### src/rtl/stack_ctrl.sv
// Stack controller: LIFO command front-end that drives an external single-port RAM
// which captures address and write data on the falling clock edge.
module stack_ctrl #(
  parameter int DATA_WIDTH = 16,
  parameter int ADDR_WIDTH = 8
) (
  input  logic                  clk,
  input  logic                  rst_n,
  input  logic                  cmd_valid,
  output logic                  cmd_ready,
  input  logic [1:0]            cmd_op,
  input  logic                  cmd_byte,
  input  logic [DATA_WIDTH-1:0] cmd_data,
  output logic                  rsp_valid,
  output logic [DATA_WIDTH-1:0] rsp_data,
  output logic                  rsp_err,
  output logic                  full,
  output logic                  empty,
  output logic [ADDR_WIDTH:0]   count,
  output logic [ADDR_WIDTH-1:0] mem_addr,
  output logic [DATA_WIDTH-1:0] mem_data,
  output logic                  mem_we_n,
  output logic                  mem_byteena,
  input  logic [DATA_WIDTH-1:0] mem_q
);

  localparam logic [2:0] S_IDLE = 3'd0;
  localparam logic [2:0] S_WR   = 3'd1;
  localparam logic [2:0] S_RD   = 3'd2;
  localparam logic [2:0] S_RSP  = 3'd3;
  localparam logic [2:0] S_DONE = 3'd4;

  localparam logic [1:0] OP_PUSH  = 2'b00;
  localparam logic [1:0] OP_POP   = 2'b01;
  localparam logic [1:0] OP_PEEK  = 2'b10;
  localparam logic [1:0] OP_CLEAR = 2'b11;

  localparam logic [ADDR_WIDTH:0]   DEPTH    = {1'b1, {ADDR_WIDTH{1'b0}}};
  localparam logic [ADDR_WIDTH:0]   CNT_ONE  = (ADDR_WIDTH+1)'(1);
  localparam logic [ADDR_WIDTH-1:0] ADDR_ONE = ADDR_WIDTH'(1);

  logic [2:0] state;
  logic [1:0] op_r;

  assign cmd_ready = (state == S_IDLE);
  assign empty     = (count == '0);
  assign full      = (count == DEPTH);

  // The RAM-facing registers double as the captured command data, so they only
  // change when a command actually needs the memory.
  always_ff @(posedge clk or negedge rst_n) begin
    if (!rst_n) begin
      state       <= S_IDLE;
      op_r        <= OP_PUSH;
      count       <= '0;
      rsp_valid   <= 1'b0;
      rsp_err     <= 1'b0;
      rsp_data    <= '0;
      mem_we_n    <= 1'b1;
      mem_addr    <= '0;
      mem_data    <= '0;
      mem_byteena <= 1'b1;
    end else begin
      case (state)
        S_IDLE: begin
          if (cmd_valid) begin
            op_r <= cmd_op;
            case (cmd_op)
              OP_PUSH: begin
                if (full) begin
                  state     <= S_DONE;
                  rsp_valid <= 1'b1;
                  rsp_err   <= 1'b1;
                end else begin
                  state       <= S_WR;
                  mem_addr    <= count[ADDR_WIDTH-1:0];
                  mem_data    <= cmd_data;
                  mem_byteena <= ~cmd_byte;
                  mem_we_n    <= 1'b0;
                end
              end
              OP_POP, OP_PEEK: begin
                if (empty) begin
                  state     <= S_DONE;
                  rsp_valid <= 1'b1;
                  rsp_err   <= 1'b1;
                end else begin
                  state    <= S_RD;
                  mem_addr <= count[ADDR_WIDTH-1:0] - ADDR_ONE;
                end
              end
              OP_CLEAR: begin
                state     <= S_DONE;
                count     <= '0;
                rsp_valid <= 1'b1;
                rsp_err   <= 1'b0;
              end
            endcase
          end
        end
        S_WR: begin
          state     <= S_DONE;
          count     <= count + CNT_ONE;
          mem_we_n  <= 1'b1;
          rsp_valid <= 1'b1;
          rsp_err   <= 1'b0;
        end
        // mem_q already reflects the address captured on the falling edge in RD
        S_RD: begin
          state     <= S_RSP;
          rsp_data  <= mem_q;
          rsp_valid <= 1'b1;
          rsp_err   <= 1'b0;
        end
        S_RSP: begin
          state     <= S_IDLE;
          rsp_valid <= 1'b0;
          rsp_err   <= 1'b0;
          if (op_r == OP_POP) count <= count - CNT_ONE;
        end
        S_DONE: begin
          state     <= S_IDLE;
          rsp_valid <= 1'b0;
          rsp_err   <= 1'b0;
        end
        default: begin
          state     <= S_IDLE;
          rsp_valid <= 1'b0;
          rsp_err   <= 1'b0;
          mem_we_n  <= 1'b1;
        end
      endcase
    end
  end

endmodule
### config.mk
export PLATFORM = sky130hd
export DESIGN_NAME = stack_ctrl
export DESIGN_NICKNAME = d
export VERILOG_FILES = /design/src/rtl/stack_ctrl.sv
export SDC_FILE = /design/constraint.sdc
export NUM_CORES = 1
export LEC_CHECK = 0
export ABC_AREA = 0
export ABC_CLOCK_PERIOD_IN_PS = 6450
export CAP_MARGIN = 20
export CORE_MARGIN = 2
export CORE_UTILIZATION = 30
export DETAILED_ROUTE_END_ITERATION = 16
export GPL_ROUTABILITY_DRIVEN = 0
export GPL_TIMING_DRIVEN = 1
export PLACE_DENSITY = 0.63
export SYNTH_ARGS = -nofsm -noshare
export SYNTH_HDL_FRONTEND = slang
export SYNTH_SLANG_ARGS = --single-unit
export TNS_END_PERCENT = 20
### constraint.sdc
create_clock -name clk -period 6.45 [get_ports clk]
set_input_delay 1.29 -clock clk [delete_from_list [all_inputs] [get_ports clk]]
set_output_delay 1.29 -clock clk [all_outputs]
set_load 0.005 [all_outputs]
; Yosys cells after proc, flatten, opt, wreduce, memory -nomap -nowiden
; Cells that the tools add are included.
[totals]
reg_bits = 58
inputBits = 38
out_inout_bits = 56
word_cells = 72
[classes]
addsub = 3
n_eq_ne = 18
muxes = 24
bitwise = 3
reduce_logical = 14
[op_table]
columns = op, count
row1 = 2-to-1 mux 9 bit, 3
row2 = one-hot mux 9 bit (3 select lines), 1
row3 = one-hot mux 3 bit (3 select lines), 2
row4 = 2-to-1 mux 8 bit, 2
row5 = one-hot mux 8 bit (2 select lines), 1
row6 = AND reduction 4 bit, 3
row7 = "!= test 2 bit, second input constant", 5
row8 = "adder 9 x 1 -> 9 bit, second input constant", 1
row9 = "equality test 9 bit, second input constant", 1
row10 = zero test 9 bit, 1
row11 = 2-to-1 mux 3 bit, 3
row12 = "subtractor 9 x 1 -> 9 bit, second input constant", 1
row13 = 2-to-1 mux 1 bit, 8
row14 = "subtractor 8 x 1 -> 8 bit, second input constant", 1
row15 = "equality test 3 x 2 -> 1 bit, second input constant", 2
row16 = "!= test 3 bit, second input constant", 2
row17 = one-hot mux 1 bit (3 select lines), 2
row18 = AND reduction 5 bit, 1
row19 = "equality test 2 x 1 -> 1 bit, second input constant", 2
row20 = "equality test 2 bit, second input constant", 2
row21 = "!= test 2 x 1 -> 1 bit, second input constant", 2
row22 = one-hot mux 1 bit (2 select lines), 2
row23 = OR reduction 2 bit, 2
row24 = "equality test 3 x 1 -> 1 bit, second input constant", 1
row25 = other kinds (9), 11

; Depth between registers and ports, before layout
; Gate-level depths: netlist of run 1.
[logic_depth]
ltp_word = 5
mapped_depth = 10
ltp_nobuf = 9

; Least setup slack after synthesis of run 1
; Ideal clock, no wire load.
[synth_path]
path_kind = input -> register
startpoint = in cmd_op[0]
endpoint = reg mem_data[10]
setup_time_ps = 125
arrival_time_ps = 2818
t_required_ps = 6325
path_slack_ps = 3507
cell_stages = 8
n_path_buf = 2
cell_sequence = inv_1 -> ha_1 -> inv_1 -> a41o_1 -> or4_1 -> buf_6 -> buf_6 -> mux2_4
[synth_between]
elab_chain_cells = 2
[synth_lines]
columns = element, line_no
row1 = from (decl), 11  ; input logic [1:0] cmd_op,
row2 = zero test 2 bit, 68  ; case (cmd_op)
row3 = AND reduction 4 bit (no line), -
row4 = to (signal assigned), 77  ; mem_data <= cmd_data;
row5 = to (decl), 21  ; output logic [DATA_WIDTH-1:0] mem_data,
; No other way between the ends.
; A chain may end at the register's enable or synchronous reset.

; Worst setup path in the final report of run 1
[layout_path]
startpoint = reg count[4]
endpoint = out full
[layout_between]
elab_chain_cells = 1
[layout_lines]
columns = element, line_no
row1 = from (decl), 19  ; output logic [ADDR_WIDTH:0] count,
row2 = from (signal assigned), 103  ; count <= count + CNT_ONE;
row3 = from (signal assigned), 119  ; if (op_r == OP_POP) count <= count - CNT_ONE;
row4 = equality test 9 bit, 47  ; assign full = (count == DEPTH);
row5 = to (decl), 17  ; output logic full,
; No other way between the ends.

==> summary.txt, run 1 <==
Logic synthesis
  – Mapped Area: 0.00292 mm²
  – Syn. warnings: 0
  – Area share of the largest cell type after synthesis: 48.0%
  – Most frequently used flop master after synthesis: dfrtp_1
  – Leading cell types by count after synthesis: dfrtp_1 (56), mux2_2 (34), nand2_1 (15)
  – Flip-flop and latch count after synthesis: 58
  – Leading post-synthesis cells by cell area: dfrtp_1 (48%), mux2_2 (13%), mux2_4 (4.1%)
  – Number of enable-type register cells in the synthesized netlist: 0
  – Biggest area consumer among synthesized cells: dfrtp_1
  – Post-Synthesis Net Count: 301
  – Share of the yosys chip area belonging to registers: 49.8%
  – Avg Inst Size Synth: 11.3 µm²
  – Most instantiated library cell after synthesis: dfrtp_1
  – Ys async rst share: 100%
  – Count of unique library cells instantiated by Yosys: 52
  – Count of mapped cells out of synthesis: 257

STA
  – Worst Tran Pin Value: 0.884 ns
  – Final clock period utilization by the worst path: 54.7%
  – Worst clock skew on the final layout: 0.0101 ns
  – # setup viols final: 0
  – Hold violation count in the final report: 0
  – Final max-slew violation count: 0
  – Max-Slew Margin vs Limit: 41.1%
  – Setup total negative slack: 0 ns
  – RSZ-0062 raised after global routing: no
  – Maximum frequency from static timing analysis: 283 MHz
  – Final worst path period need: 3.53 ns

GRT
  – Number of global-route vias before repair: 2327
  – First-pass GRT wire length: 11100 µm
  – Global router's overall resource usage: 13.5%
  – Total grt overflow: 0
  – Number of antenna violations at the first check in global routing: 0
  – Maximum number of pins on one net before global-route repair: 59

Clock tree
  – CTS tree: built
  – Latest clock arrival within the worst-skew pair: 0.33 ns
  – Count of cells resized by post-cts repair: 0
  – Maximum count of clock buffers along a single path: 2
  – Reg clk slew, reported paths: 0.06 ns
  – Cts hold-fix bufs: 0
  – Total clock buffers created by CTS: 9
  – Clock Sink Count: 58
  – Clk Tree Root Cell: clkbuf_8
  – Post-CTS Repair Setup Buffers: 0
  – Number of levels in the clock H-tree: 3

Min path
  – Worst hold path stage count: 2
  – Destination of the worst hold path: mem_byteena
  – Min-Delay Startpoint: mem_byteena
  – Class of the most critical hold timing path: register to register

Drt
  – DRC violation total after the first TritonRoute iteration: 68
  – Detailed-route via count: 2277
  – Number of detailed-route iterations in the first pass: 4
  – Wire length per cell after detailed routing: 14.1 µm
  – Number of design rule violations left after detail routing: 0
  – Total Routed Length: 6760 µm
  – Post-detailed-route via-to-cell ratio: 4.76
  – ANT nets after route: 0

Pwr
  – Net switching component of the power: 0.585 mW
  – Logic gate share of total power: 44.4%
  – VDD IR max: 0.000252 V
  – Power Internal: 1.32 mW
  – Ratio of total power to cell area: 457 mW/mm²
  – Leakage: 1.78 nW
  – Sw Ratio: 30.7%
  – Reg power frac: 35.4%
  – Clk pwr share: 20.2%

Setup path
  – Worst r2r path cells: 4
  – Highest-delay cell along the critical path: dfrtp_1
  – Critical path capture point type: output pin
  – Max stage delay on crit path: 0.53 ns
  – Required time reported for the critical path endpoint: 5.16 ns
  – Crit path launch type: register
  – Endpoint of the worst-slack reg-to-reg timing path: mem_data[3]
  – Worst setup path class: register to output pin
  – Signal arrival time at the worst endpoint: 2.24 ns
  – Reg2Reg Setup Slack: 3.87 ns
  – RR Startpoint: count[4]
  – Crit path cell chain: nor4_2, and3_1, and2_1, clkdlybuf4s50_1
  – Highest fanout seen on the critical path: 12

Floorplan
  – Count of pins on the block boundary: 94
  – Starting density of the core: 31.3%
  – Placeable Area: 0.00933 mm²
  – Die area: 0.0105 mm²
  – Die span in x: 103 µm
  – DIE HEIGHT: 103 µm
  – Row Count: 35

Layout
  – Fill cell total of the finished layout: 896
  – Layout net count: 389
  – Fraction of final layout cells sized beyond drive strength 1: 18.6%
  – Final std cell area, no fill: 0.00416 mm²
  – Area growth, synth to finish: 42.8%
  – Count of inserted antenna diode cells: 0

Placement
  – Input/output buffers: 93
  – Post-DP Area: 0.00394 mm²
  – DP HPWL: 4780 µm

Outcome
  – Result of the run: finished clean

Run
  – Number of max-cap violations: 0
-- registers in the layout, indices dropped and copies added, names as in the netlist --
register and cells:
mem_byteena 1, mem_we_n 1, count 9, rsp_data 16, state 3, mem_addr 8
mem_data 16, op_r 2, rsp_valid 1, rsp_err 1
-- how the worst max path moves through the flow --
stage	from	endpoint	cells past startpoint
floorplan	cmd_op[0]	mem_data[10]	8
global placement	cmd_op[0]	mem_data[8]	7
detailed placement	cmd_op[0]	mem_data[11]	7
CTS	count[4]	full	4
global route	count[3]	full	4
finish	count[4]	full	4
-- routing by layer --
layer  track usage [%]  vias up  routed length, µm
met5                 0        -                  0
met3              4.61        9                466
met2              21.4       80               3120
met1              17.3     1087               3080
li1                  -     1101                  -
met4              4.41        0                 87
-- area by class of cell --
class / instances / area, µm² / area share (%)
Clock buffer: 13 / 169 / 4.06
Clock inverter: 2 / 60.1 / 1.44
Inverter: 13 / 48.8 / 1.17
Multi-Input combinational cell: 168 / 1330 / 31.9
Sequential cell: 58 / 1450 / 34.9
Tap cell: 129 / 161 / 3.88
Timing Repair Buffer: 95 / 941 / 22.6
-- power by group through the flow --
stage | sequential (mW) | clock, mW | combinational [mW]
4_1_cts | 0.676 | 0.405 | 0.858
6_report | 0.673 | 0.385 | 0.844
2_1_floorplan | 0.636 | 0 | 0.447
5_1_grt | 0.702 | 0.418 | 0.931
3_3_place_gp | 0.676 | 0 | 0.842
3_5_place_dp | 0.681 | 0 | 0.853
-- cell usage in the layout, fill, tap and decap left out, types with 2 or more instances in the layout --
master,Yosys,layout
ha_1,6,6
dfstp_2,2,2
nor3_1,10,10
mux2_4,8,8
and3_1,2,2
buf_4,1,2
clkdlybuf4s50_1,0,92
a211o_1,2,2
o31ai_1,3,3
a21oi_1,13,13
a31oi_1,4,4
and2_1,2,2
nor2_1,7,7
nor4_1,2,2
xnor2_1,4,4
nand2_1,15,15
nand3b_1,2,2
clkbuf_8,0,12
nand3_1,4,4
nor4b_1,2,2
bufinv_16,0,2
o22a_1,2,2
a21o_1,2,2
inv_1,12,12
or3_1,4,4
o21ai_0,11,11
mux2_2,34,34
nand2b_1,2,2
xor2_1,4,4
dfrtp_1,56,56
nor2b_1,3,3
-- stage by stage --
step           setup WS, ns  total power [mW]  cells  hold slack (ns)  utilization, %
2_1_floorplan          3.51              1.08    257            0.468               -
6_report               2.92              1.90    478            0.483            44.6
5_1_grt                2.73              2.05    478            0.509            44.6
4_1_cts                2.89              1.94    478            0.488            44.6
3_3_place_gp           2.71              1.52    463            0.472            42.2
3_5_place_dp           2.65              1.53    463            0.478            42.2
-- critical path, delay by kind of cell, from the launching register on --
| family | cells | cell delay, ns |
|---|---|---|
| flip-flops | 1 | 0.53 |
| AND/OR/NAND/NOR | 3 | 0.90 |
| buffers and inverters | 1 | 0.49 |
-- cells by family after synthesis --
family          share of synthesized area [%]
compound gates                           11.2
fa+ha+maj                                2.57
buf+inv                                  4.72
xor+xnor                                 2.40
flops                                    49.8
simple gates                             11.7
mux                                      17.6
No activity file was read; power rests on OpenSTA's default activity.
==> inputs of run 2 (changes only) <==
--- a/config.mk
+++ b/config.mk
@@ -6,7 +6,7 @@
 export NUM_CORES = 1
 export LEC_CHECK = 0
 export ABC_AREA = 0
-export ABC_CLOCK_PERIOD_IN_PS = 6450
+export ABC_CLOCK_PERIOD_IN_PS = 3500
 export CAP_MARGIN = 20
 export CORE_MARGIN = 2
 export CORE_UTILIZATION = 30
==> constraint.sdc (replaced) <==
create_clock -name clk -period 3.5 [get_ports clk]
set_input_delay 0.7 -clock clk [delete_from_list [all_inputs] [get_ports clk]]
set_output_delay 0.7 -clock clk [all_outputs]
set_load 0.005 [all_outputs]
==> run 2 against run 1 <==
Net effect:
- critical endpoint unchanged
- first-iteration DRC count is 15% higher
- non-clock buffer count is 2 higher
- global-route usage grew 0.12 points
- critical path type unchanged
- cell count is 0.63% higher
==> summary.txt, run 2 (same netlist as run 1, synthesis figures left out) <==
Floorplan
  – Placeable Area: 0.00933 mm²
  – Die span in x: 103 µm
  – DIE HEIGHT: 103 µm
  – Row Count: 35
  – Count of pins on the block boundary: 94
  – Starting density of the core: 31.3%
  – Die area: 0.0105 mm²

STA
  – Worst Tran Pin Value: 0.629 ns
  – Worst path setup slack after routing: 0.543 ns
  – Maximum frequency from static timing analysis: 338 MHz
  – Final max-slew violation count: 0
  – RSZ-0062 raised after global routing: no
  – Setup total negative slack: 0 ns
  – Final worst path period need: 2.96 ns
  – # setup viols final: 0
  – Max-Slew Margin vs Limit: 58.0%
  – Final clock period utilization by the worst path: 84.5%
  – Worst clock skew on the final layout: 0.00850 ns
  – Hold violation count in the final report: 0

Clock tree
  – Number of levels in the clock H-tree: 3
  – Cts hold-fix bufs: 0
  – Clock Sink Count: 58
  – Count of cells resized by post-cts repair: 0
  – CTS tree: built
  – Total clock buffers created by CTS: 9
  – Clk Tree Root Cell: clkbuf_8
  – Post-CTS Repair Setup Buffers: 0
  – Reg clk slew, reported paths: 0.07 ns
  – Latest clock arrival within the worst-skew pair: 0.33 ns
  – Maximum count of clock buffers along a single path: 2

Layout
  – Layout net count: 391
  – Count of non-filler cells in the finished layout: 481
  – Largest registers: mem_data: 16 flops, rsp_data: 16 flops, count: 9 flops
  – Commonest non-fill, non-tap cell in the layout: clkdlybuf4s50_1
  – Top library cells by usage in the layout, fill and taps aside: clkdlybuf4s50_1 (92), dfrtp_1 (56), mux2_2 (34)
  – Area growth, synth to finish: 41.3%
  – Count of inserted antenna diode cells: 0
  – Fraction of final layout cells sized beyond drive strength 1: 19.3%

Outcome
  – Result of the run: finished clean

Run
  – Number of max-cap violations: 0

Pwr
  – Ratio of total power to cell area: 810 mW/mm²
  – Net switching component of the power: 1.09 mW
  – Power Internal: 2.25 mW
  – Leakage: 1.76 nW
  – Clk pwr share: 16.1%
  – Logic gate share of total power: 46.9%
  – Reg power frac: 37.1%
  – Total design power: 3.34 mW
  – VDD IR max: 0.000403 V
  – Sw Ratio: 32.7%

Setup path
  – Endpoint of the worst-slack reg-to-reg timing path: count[8]
  – Critical path capture point type: output pin
  – Worst setup path class: register to output pin
  – RR Startpoint: state[1]
  – Crit path launch type: register
  – Signal arrival time at the worst endpoint: 2.26 ns
  – Required time reported for the critical path endpoint: 2.80 ns
  – Highest fanout seen on the critical path: 14
  – Reg2Reg Setup Slack: 0.94 ns
  – Worst r2r path cells: 9

Drt
  – ANT nets after route: 0
  – Wire length per cell after detailed routing: 14.2 µm
  – Detailed-route via count: 2269
  – Post-detailed-route via-to-cell ratio: 4.72
  – Total Routed Length: 6820 µm
  – Number of detailed-route iterations in the first pass: 4
  – DRC violation total after the first TritonRoute iteration: 78
  – Number of design rule violations left after detail routing: 0

Placement
  – Input/output buffers: 93
  – Placed cell count: 465
  – DP HPWL: 5000 µm
  – Pre-CTS WS: 0.585 ns

GRT
  – Global router's overall resource usage: 13.6%
  – Total grt overflow: 0
  – First-pass GRT wire length: 11100 µm
  – Number of global-route vias before repair: 2299
  – Number of antenna violations at the first check in global routing: 0
  – Maximum number of pins on one net before global-route repair: 28

Min path
  – Class of the most critical hold timing path: input pin to asynchronous set/reset pin
run 2: cell types whose count changed in the layout (fill, tap and decap cells not counted):
cell | before | now
clkinv_2 | 0 | 3
buf_4 | 2 | 4
bufinv_16 | 2 | 0
clkbuf_8 | 12 | 10
clkinvlp_4 | 0 | 2
run 2: layout make-up:
cell class | count | area [µm²]
Tap cell | 129 | 161
Clock inverter | 5 | 30.0
Multi-Input combinational cell | 168 | 1330
Timing Repair Buffer | 97 | 956
Inverter | 13 | 48.8
Sequential cell | 58 | 1450
Fill cell | 904 | 5210
Clock buffer | 11 | 141
run 2: worst max path at each step:
stage               from      endpoint  slack (ns)
2_1_floorplan  cmd_op[0]  mem_data[10]        1.15
3_3_place_gp   cmd_op[0]   mem_addr[4]        0.62
3_5_place_dp   cmd_op[0]   mem_addr[6]        0.59
6_report        count[3]          full        0.54
5_1_grt         count[3]          full        0.37
4_1_cts         count[4]          full        0.49
run 2: through the flow:
step / hold slack, ns / utilization, % / cell area (µm²)
final: 0.388 / 44.2 / 4120
after detailed placement: 0.481 / 42.3 / 3950
after floorplan: 0.404 / - / 2920
after CTS: 0.399 / 44.2 / 4120
after global placement: 0.471 / 42.3 / 3950
after global routing: 0.426 / 44.2 / 4120
run 2: layer usage:
metal,vias up,wire (µm),GRT usage [%]
li1,1102,-,-
met1,1098,3160,17.5
met2,67,3180,21.4
met3,2,456,5.02
met4,0,22,4.31
met5,-,0,0
run 2: critical path, cell delays in order, from the launching register on:
cell             delay (ns)
dfrtp_1                0.54
nor4_2                 0.46
and3_1                 0.30
and2_1                 0.14
clkdlybuf4s50_1        0.49
run 2: power groups by stage:
stage	combinational (mW)	clock, mW	sequential (mW)
finish	1.56	0.536	1.24
global route	1.73	0.588	1.29
CTS	1.59	0.563	1.24
global placement	1.56	0	1.24
floorplan	0.824	0	1.17
detailed placement	1.58	0	1.25
